## src/rtl/aes256_sbox_sched.sv

```systemverilog
// Arbitrates one shared 4-lane S-box slice between the round datapath (4 word passes)
// and key expansion (one SubWord pass). Optional grant counters: AES_SBOX_SCHED_STATS_EN.
module aes256_sbox_sched #(
  parameter int KS_PRIORITY = 0
) (
  input  logic         clk_i,
  input  logic         rst_i,
  input  logic         dp_req_i,
  input  logic         dp_mode_i,
  input  logic [127:0] dp_state_i,
  output logic         dp_ack_o,
  output logic         dp_done_o,
  output logic [127:0] dp_state_o,
  input  logic         ks_req_i,
  input  logic [31:0]  ks_word_i,
  output logic         ks_ack_o,
  output logic         ks_done_o,
  output logic [31:0]  ks_word_o,
  output logic [31:0]  sb_word_o,
  output logic         sb_mode_o,
  input  logic [31:0]  sb_word_i,
`ifdef AES_SBOX_SCHED_STATS_EN
  output logic [15:0]  dp_grant_cnt_o,
  output logic [15:0]  ks_grant_cnt_o,
`endif
  output logic         busy_o
);

  typedef enum logic [1:0] {ST_IDLE, ST_DP_RUN, ST_KS_RUN} state_e;

  state_e            state_q, state_d;
  logic [1:0]        idx_q, idx_d;
  logic              last_ks_q, last_ks_d;
  logic              dp_done_q, dp_done_d;
  logic              ks_done_q, ks_done_d;
  logic [3:0][31:0]  dp_state_q, dp_state_d;
  logic [31:0]       ks_word_q, ks_word_d;
  logic [3:0][31:0]  dp_in_q, dp_in_d;
  logic              dp_mode_q, dp_mode_d;
  logic [31:0]       ks_in_q, ks_in_d;
  logic              grant_dp, grant_ks;
  logic [31:0]       sb_word;
  logic              sb_mode;

  always_comb begin
    state_d    = state_q;
    idx_d      = idx_q;
    last_ks_d  = last_ks_q;
    dp_done_d  = 1'b0;
    ks_done_d  = 1'b0;
    dp_state_d = dp_state_q;
    ks_word_d  = ks_word_q;
    dp_in_d    = dp_in_q;
    dp_mode_d  = dp_mode_q;
    ks_in_d    = ks_in_q;
    grant_dp   = 1'b0;
    grant_ks   = 1'b0;
    sb_word    = '0;
    sb_mode    = 1'b0;
    case (state_q)
      ST_IDLE: begin
        // Ack is decided in the IDLE cycle itself so a done cycle can also accept.
        if (dp_req_i && ks_req_i) begin
          if (KS_PRIORITY != 0) grant_ks = 1'b1;
          else if (last_ks_q)   grant_dp = 1'b1;
          else                  grant_ks = 1'b1;
        end else if (dp_req_i) begin
          grant_dp = 1'b1;
        end else if (ks_req_i) begin
          grant_ks = 1'b1;
        end
        if (grant_dp) begin
          state_d   = ST_DP_RUN;
          idx_d     = 2'd0;
          last_ks_d = 1'b0;
          dp_in_d   = dp_state_i;
          dp_mode_d = dp_mode_i;
        end
        if (grant_ks) begin
          state_d   = ST_KS_RUN;
          last_ks_d = 1'b1;
          ks_in_d   = ks_word_i;
        end
      end
      ST_DP_RUN: begin
        // Word k sits in the most-significant-first packed slot 3-k.
        sb_word                      = dp_in_q[2'd3 - idx_q];
        sb_mode                      = dp_mode_q;
        dp_state_d[2'd3 - idx_q]     = sb_word_i;
        idx_d                        = idx_q + 2'd1;
        if (idx_q == 2'd3) begin
          state_d   = ST_IDLE;
          dp_done_d = 1'b1;
        end
      end
      ST_KS_RUN: begin
        sb_word   = ks_in_q;
        ks_word_d = sb_word_i;
        ks_done_d = 1'b1;
        state_d   = ST_IDLE;
      end
      default: state_d = ST_IDLE;
    endcase
  end

  always_ff @(posedge clk_i) begin
    if (rst_i) begin
      state_q    <= ST_IDLE;
      idx_q      <= 2'd0;
      last_ks_q  <= 1'b1;
      dp_done_q  <= 1'b0;
      ks_done_q  <= 1'b0;
      dp_state_q <= '0;
      ks_word_q  <= '0;
    end else begin
      state_q    <= state_d;
      idx_q      <= idx_d;
      last_ks_q  <= last_ks_d;
      dp_done_q  <= dp_done_d;
      ks_done_q  <= ks_done_d;
      dp_state_q <= dp_state_d;
      ks_word_q  <= ks_word_d;
    end
  end

  // Captured operands are only read in the RUN states, so they need no reset.
  always_ff @(posedge clk_i) begin
    dp_in_q   <= dp_in_d;
    dp_mode_q <= dp_mode_d;
    ks_in_q   <= ks_in_d;
  end

`ifdef AES_SBOX_SCHED_STATS_EN
  logic [15:0] dp_cnt_q, dp_cnt_d;
  logic [15:0] ks_cnt_q, ks_cnt_d;

  always_comb begin
    dp_cnt_d = dp_cnt_q;
    ks_cnt_d = ks_cnt_q;
    if (grant_dp && (dp_cnt_q != 16'hFFFF)) dp_cnt_d = dp_cnt_q + 16'd1;
    if (grant_ks && (ks_cnt_q != 16'hFFFF)) ks_cnt_d = ks_cnt_q + 16'd1;
  end

  always_ff @(posedge clk_i) begin
    if (rst_i) begin
      dp_cnt_q <= '0;
      ks_cnt_q <= '0;
    end else begin
      dp_cnt_q <= dp_cnt_d;
      ks_cnt_q <= ks_cnt_d;
    end
  end

  assign dp_grant_cnt_o = dp_cnt_q;
  assign ks_grant_cnt_o = ks_cnt_q;
`endif

  assign dp_ack_o   = grant_dp;
  assign ks_ack_o   = grant_ks;
  assign dp_done_o  = dp_done_q;
  assign ks_done_o  = ks_done_q;
  assign dp_state_o = dp_state_q;
  assign ks_word_o  = ks_word_q;
  assign sb_word_o  = sb_word;
  assign sb_mode_o  = sb_mode;
  assign busy_o     = (state_q != ST_IDLE);

endmodule

```

## config.mk

```make
export PLATFORM = sky130hd
export DESIGN_NAME = aes256_sbox_sched
export DESIGN_NICKNAME = d
export VERILOG_FILES = /design/src/rtl/aes256_sbox_sched.sv
export SDC_FILE = /design/constraint.sdc
export NUM_CORES = 1
export LEC_CHECK = 0
export CAP_MARGIN = 10
export CORE_AREA = 2 2 154 156
export CTS_BUF_LIST = sky130_fd_sc_hd__clkbuf_8
export CTS_CLUSTER_DIAMETER = 50
export CTS_CLUSTER_SIZE = 30
export DETAILED_ROUTE_END_ITERATION = 10
export DIE_AREA = 0 0 156 158
export DONT_BUFFER_PORTS = 1
export GPL_TIMING_DRIVEN = 0
export PLACE_DENSITY = 0.69
export SLEW_MARGIN = 20
export SYNTH_ARGS = -nofsm -noshare
export SYNTH_HDL_FRONTEND = slang
export SYNTH_SLANG_ARGS = --single-unit
```

## constraint.sdc

```tcl
create_clock -name clk_i -period 11.55 [get_ports clk_i]
set_input_delay 2.31 -clock clk_i [delete_from_list [all_inputs] [get_ports clk_i]]
set_output_delay 2.31 -clock clk_i [all_outputs]
set_load 0.05 [all_outputs]
```

==> results of run 1 <==
-- stage by stage --
stage / hold WS (ns) / area, um^2 / power, uW / utilization / cells
after floorplan: 0.467 / 12000 / 1550 / - / 1024
after global placement: 0.480 / 12400 / 1600 / 0.537 / 1314
after detailed placement: 0.503 / 12600 / 1610 / 0.546 / 1321
after CTS: 0.518 / 13300 / 2390 / 0.578 / 1377
after global routing: 0.561 / 13300 / 2450 / 0.578 / 1377
final: 0.521 / 13300 / 2370 / 0.578 / 1377
-- logic make-up after synthesis --
family                   synth area share
AO/OA/AOI/OAI                      0.0959
adder cells (fa/ha/maj)           0.00833
buffers and inverters              0.0331
flip-flops                          0.680
multiplexers                       0.0799
AND/OR/NAND/NOR                     0.102
-- cell usage in the layout, fill, tap and decap left out, types with 2 or more instances in the layout --
master      netlist  final
nand2_1         263    263
dfxtp_1         167    167
edfxtp_1        161    161
a21oi_1         132    131
mux2i_1          96     96
buf_2            39     39
nor2_1           33     33
o22ai_1          31     31
a21o_1           31     31
clkbuf_8          0     31
clkbuf_1         22     22
ha_1              8      8
inv_1             6      7
and2_1            6      6
inv_6             0      6
buf_16            0      5
buf_8             4      4
nand3_1           4      4
inv_12            0      4
buf_6             3      3
o21ai_0           3      3
clkinv_8          0      3
inv_8             0      3
clkinv_4          0      3
nor2b_4           1      2
nor2b_1           3      2
o2bb2ai_1         2      2
bufinv_16         0      2
clkinvlp_4        0      2
buf_12            0      2
-- final timing paths --
kind                       to  startpoint  slack, ns  cells past startpoint
hold / removal     state_q[0]  state_q[0]       0.52                      2
setup reg to reg  dp_in_q[99]  state_q[0]       9.23                      7
setup / recovery     dp_ack_o    ks_req_i       5.81                      4
hold reg to reg    state_q[0]  state_q[0]       0.52                      2
-- critical path: stages --
cell      delay, ns
nand2b_1       0.11
nor2b_4        0.52
buf_12         0.27
buf_16         0.20
-- power groups by stage --
stage	Clock [uW]	Sequential, uW	Combinational (uW)
after floorplan	0	1410	145
after global placement	0	1420	180
after detailed placement	0	1410	203
after CTS	804	1380	204
after global routing	850	1380	218
final	793	1380	202
-- layout make-up --
type,instances,share of cell area
timing repair buffer,7,0.0133
clock buffer,31,0.0320
sequential,328,0.614
multi-input combinational,621,0.260
buffer,69,0.0282
clock inverter,25,0.0232
tap,290,0.0273
inverter,6,0.00169
-- metal layers --
layer / vias up / share of wire
met5: - / 0.00036
met4: 2 / 0.027
met3: 62 / 0.11
met2: 367 / 0.51
met1: 3573 / 0.35
li1: 3638 / -
-- state kept, by name, summed over array words and instances (netlist names) --
| signal | cells |
|---|---|
| ks_done_o | 1 |
| dp_state_o | 128 |
| dp_in_q | 128 |
| dp_done_o | 1 |
| idx_q | 2 |
| state_q | 2 |
| ks_word_o | 32 |
| ks_in_q | 32 |
| last_ks_q | 1 |
| dp_mode_q | 1 |
==> results.py, run 1 <==
metrics = {
    "sta": {
        "timing.final.ws_setup_ns": 5.81,
        "hold_viol": 0,
        "report.final.slew_viol_count": 0,
        "max_slew_margin": 0.332,
        "finalCriticalPeriod_ns": 5.74,
        "period_share": 0.497,
        "setup-tns-final_ns": 0,
        "tightest_slew_ns": 1.00,
        "fmax_mhz": 174,
        "setup_viol": 0,
        "rsz0062_at_grt": "no",
        "clock_skew_ns": 0.0266,
    },
    "status": {
        "status": "completed",
    },
    "cells_and_area": {
        "seqCellArea_um2": 8180,
        "multi_input_area_um2": 3460,
        "fillers": 1925,
        "syn2layout_area_growth_pct": 10.8,
        "nNetsFinal": 1268,
        "antenna_cells": 0,
        "drive_gt1_frac": 0.101,
    },
    "synth": {
        "ys_async_sr_fraction": 0,
        "ys_warn_count": 0,
        "synth.top_cell.area_share": 0.402,
        "ys_ff_latch": 328,
        "synth_nets": 1229,
        "synth_top_flop_cell": "dfxtp_1",
        "netlist_top_cells_area": "edfxtp_1, dfxtp_1, nand2_1",
        "synth_cell_type_count": 29,
        "synth_top_cell_by_area": "edfxtp_1",
        "postSynthCellCount": 1024,
        "synth_area_um2": 12000,
        "synth_top_cells_by_count": "nand2_1, dfxtp_1, edfxtp_1",
        "yosysSeqAreaShare": 0.680,
        "avgSynthCellArea_um2": 11.7,
        "synth.most_common_cell": "nand2_1",
        "synth_edf_count": 161,
    },
    "critical_path": {
        "cp-end-kind": "output port",
        "required_ns": 9.24,
        "critPathLaunchType": "primary input",
        "worst-path-max-fanout": 24,
        "arrival_ns": 3.43,
        "worst-setup-path-type": "in -> out",
    },
    "place": {
        "io_buffers": 0,
        "hpwl_um": 22900,
        "globalplace.congestion": 0.820,
        "pre_cts_ws_ns": 5.81,
    },
    "global_route": {
        "grt_pass1_vias": 7280,
        "antenna_found_initial": 5,
        "grt_usage": 0.237,
        "use_met2": 0.428,
        "gr-usage-met3": 0.0999,
        "grt_max_degree": 30,
        "grt_first_pass_wirelength_um": 43700,
        "grt_overflow": 0,
        "busiest_layer": "met2",
        "met1_usage": 0.253,
    },
    "die": {
        "die_height_um": 158,
        "core_um2": 23100,
        "num_rows": 56,
        "die_w_um": 156,
        "ios": 395,
        "die-area_um2": 24600,
        "start_util": 0.521,
    },
    "drt": {
        "drc": 0,
        "routed_wl_um": 30700,
        "viasPerCell": 5.55,
        "dr.pass1.iters": 5,
        "drtIter0Drc": 460,
        "wl_per_cell_um": 22.3,
        "via_count": 7642,
        "antenna_left": 0,
    },
    "run": {
        "max-cap-violations": 0,
    },
    "clocking": {
        "cts_hold_buf": 0,
        "cts_sinks": 328,
        "post-cts-setup-buffers": 0,
        "cts.repair.resized": 0,
        "cts_htree_levels": 1,
        "cts_root_buf": "clkbuf_8",
        "clk_latency_ns": 0.61,
        "cts.clk_slew.worst_paths_ns": 0.09,
        "cts_tree": "yes",
        "numCtsBuffers": 30,
        "clock_path_buffers": 3,
    },
    "power_and_ir_drop": {
        "power.switching_uw": 670,
        "p_leak_uw": 0.00463,
        "pwr-share-seq": 0.581,
        "swShare": 0.282,
        "ir_worst_vdd_v": 0.000132,
        "clkPwrFrac": 0.334,
        "comb_power_share": 0.085,
        "internal_power_uw": 1700,
        "power.density_nw_per_um2": 178,
    },
    "min_path": {
        "hold_class": "reg -> reg",
    },
}
Note: power is estimated with default switching activity, not from simulation.
==> run 2, diff against run 1 <==
CORE_AREA = 2 2 155 157   (was 2 2 154 156)
DIE_AREA = 0 0 157 159   (was 0 0 156 158)
PLACE_DENSITY = 0.7   (was 0.69)
clock period = 4.7 ns   (was 11.55 ns; I/O delays follow)
==> run 2 against run 1 <==
  * Combinational power is 140% higher
  * Core utilization shrank 0.26 points
  * First-iteration DRC count grew 7.4%
  * Design area up 0.16%
  * Global-route usage grew 0.15 points
  * Final cell count increased by 2.1%
  * Clock skew decreased by 0.0028 ns
  * Critical path type is now reg -> out
  * Via count is 0.55% higher
  * Clock power up 150%
  * Critical path depth grew 2
  * Die area increased by 1.3%
  * Worst setup slack got worse by 4.9 ns
==> results.py, run 2 (synthesis gave the netlist of run 1 again) <==
metrics = {
    "status": {
        "status": "completed",
    },
    "power_and_ir_drop": {
        "internal_power_uw": 4140,
        "power.switching_uw": 1690,
        "pwr-share-seq": 0.581,
        "ir_worst_vdd_v": 0.000397,
        "p_leak_uw": 0.00462,
        "comb_power_share": 0.084,
        "swShare": 0.290,
        "clkPwrFrac": 0.335,
        "power.density_nw_per_um2": 437,
    },
    "cells_and_area": {
        "final_common_cell": "nand2_1",
        "syn2layout_area_growth_pct": 11.0,
        "seqCellArea_um2": 8180,
        "antenna_cells": 0,
        "fillers": 1917,
        "fin_cells": 1406,
        "finalInstanceArea_um2": 13300,
        "final_cell_mix": "nand2_1, dfxtp_1, edfxtp_1, a21oi_1, mux2i_1",
        "drive_gt1_frac": 0.102,
        "nNetsFinal": 1268,
        "multi_input_area_um2": 3460,
    },
    "global_route": {
        "grt_overflow": 0,
        "grt_pass1_vias": 7399,
        "antenna_found_initial": 2,
        "grt_max_degree": 32,
        "grt_usage": 0.239,
        "grt_first_pass_wirelength_um": 44900,
    },
    "min_path": {
        "hold_class": "in -> reg",
    },
    "drt": {
        "wl_per_cell_um": 21.9,
        "drtIter0Drc": 494,
        "routed_wl_um": 30800,
        "viasPerCell": 5.47,
        "dr.pass1.iters": 5,
        "drc": 0,
        "antenna_left": 0,
        "via_count": 7684,
    },
    "critical_path": {
        "path_cells": "inv_1 -> ha_1 -> and2_1 -> clkbuf_1 -> clkbuf_1 -> a21o_1",
        "cp-end-kind": "output port",
        "cp_common_cell": "clkbuf_1",
        "path_delay_family": "buffers and inverters",
        "required_ns": 3.76,
        "cp_num_buf_inv": 3,
        "rrSetupSlack_ns": 2.40,
        "crit_path_max_incr_delay_ns": 0.56,
        "worst-setup-path-type": "reg -> out",
        "arrival_ns": 2.90,
        "critPathSlowestCell": "a21o_1",
        "critPathLaunchType": "register",
        "worst-path-max-fanout": 10,
    },
    "sta": {
        "tightest_slew_ns": 1.01,
        "finalCriticalPeriod_ns": 3.84,
        "hold_viol": 0,
        "timing.final.ws_setup_ns": 0.857,
        "rsz0062_at_grt": "no",
        "fmax_mhz": 260,
        "report.final.slew_viol_count": 0,
        "max_slew_margin": 0.323,
        "setup_viol": 0,
        "clock_skew_ns": 0.0238,
        "period_share": 0.818,
        "setup-tns-final_ns": 0,
    },
    "clocking": {
        "cts_tree": "yes",
        "numCtsBuffers": 30,
        "cts_hold_buf": 0,
        "cts_htree_levels": 1,
        "post-cts-setup-buffers": 0,
        "clk_latency_ns": 0.62,
        "cts.clk_slew.worst_paths_ns": 0.12,
        "cts_sinks": 328,
        "cts.repair.resized": 0,
        "clock_path_buffers": 3,
        "cts_root_buf": "clkbuf_8",
    },
    "die": {
        "start_util": 0.518,
        "die_w_um": 157,
        "die-area_um2": 25000,
        "die_height_um": 159,
        "num_rows": 56,
        "core_um2": 23200,
        "ios": 395,
    },
    "place": {
        "placed_cell_area_um2": 12600,
        "pre_cts_ws_ns": 1.45,
        "hpwl_um": 22800,
        "globalplace.congestion": 0.816,
        "post-place-cells": 1350,
        "io_buffers": 0,
    },
    "run": {
        "max-cap-violations": 0,
    },
}
run 2: cell types whose count changed in the layout (fill, tap and decap cells not counted), moves of 2 or more:
cell	before	now
buf_12	2	5
inv_16	0	3
buf_16	5	2
inv_12	4	2
run 2: cell type report:
| class | instances | area share |
|---|---|---|
| sequential | 328 | 0.613 |
| multi-input combinational | 621 | 0.260 |
| clock buffer | 30 | 0.0310 |
| tap | 319 | 0.0299 |
| buffer | 69 | 0.0281 |
| clock inverter | 26 | 0.0248 |
| timing repair buffer | 7 | 0.0116 |
| inverter | 6 | 0.00169 |
run 2: final timing paths:
check / startpoint / end / depth (start not counted)
max: state_q[1] / sb_word_o[30] / 6
min: ks_word_i[0] / ks_in_q[0] / 0
max reg2reg: state_q[0] / dp_in_q[2] / 8
min reg2reg: state_q[0] / state_q[0] / 2
run 2: routing by layer:
metal  GRT usage  vias up  part of all wire
met4      0.0692        2             0.023
li1            -     3644                 -
met2       0.426      348              0.51
met1       0.266     3641              0.36
met5           0        -           0.00042
met3      0.0841       49              0.11
run 2: power groups by stage:
stage / Clock, uW / Sequential, uW / Combinational [uW]
after CTS: 1990 / 3390 / 497
after global placement: 0 / 3460 / 448
after floorplan: 0 / 3440 / 358
after global routing: 2100 / 3400 / 531
after detailed placement: 0 / 3450 / 496
final: 1950 / 3390 / 490
run 2: metrics by stage:
stage | utilization | hold WS [ns] | total power [uW]
after floorplan | - | 0.467 | 3800
after global routing | 0.575 | 0.374 | 6030
after global placement | 0.536 | 0.483 | 3910
after CTS | 0.575 | 0.374 | 5870
final | 0.575 | 0.402 | 5830
after detailed placement | 0.543 | 0.506 | 3950
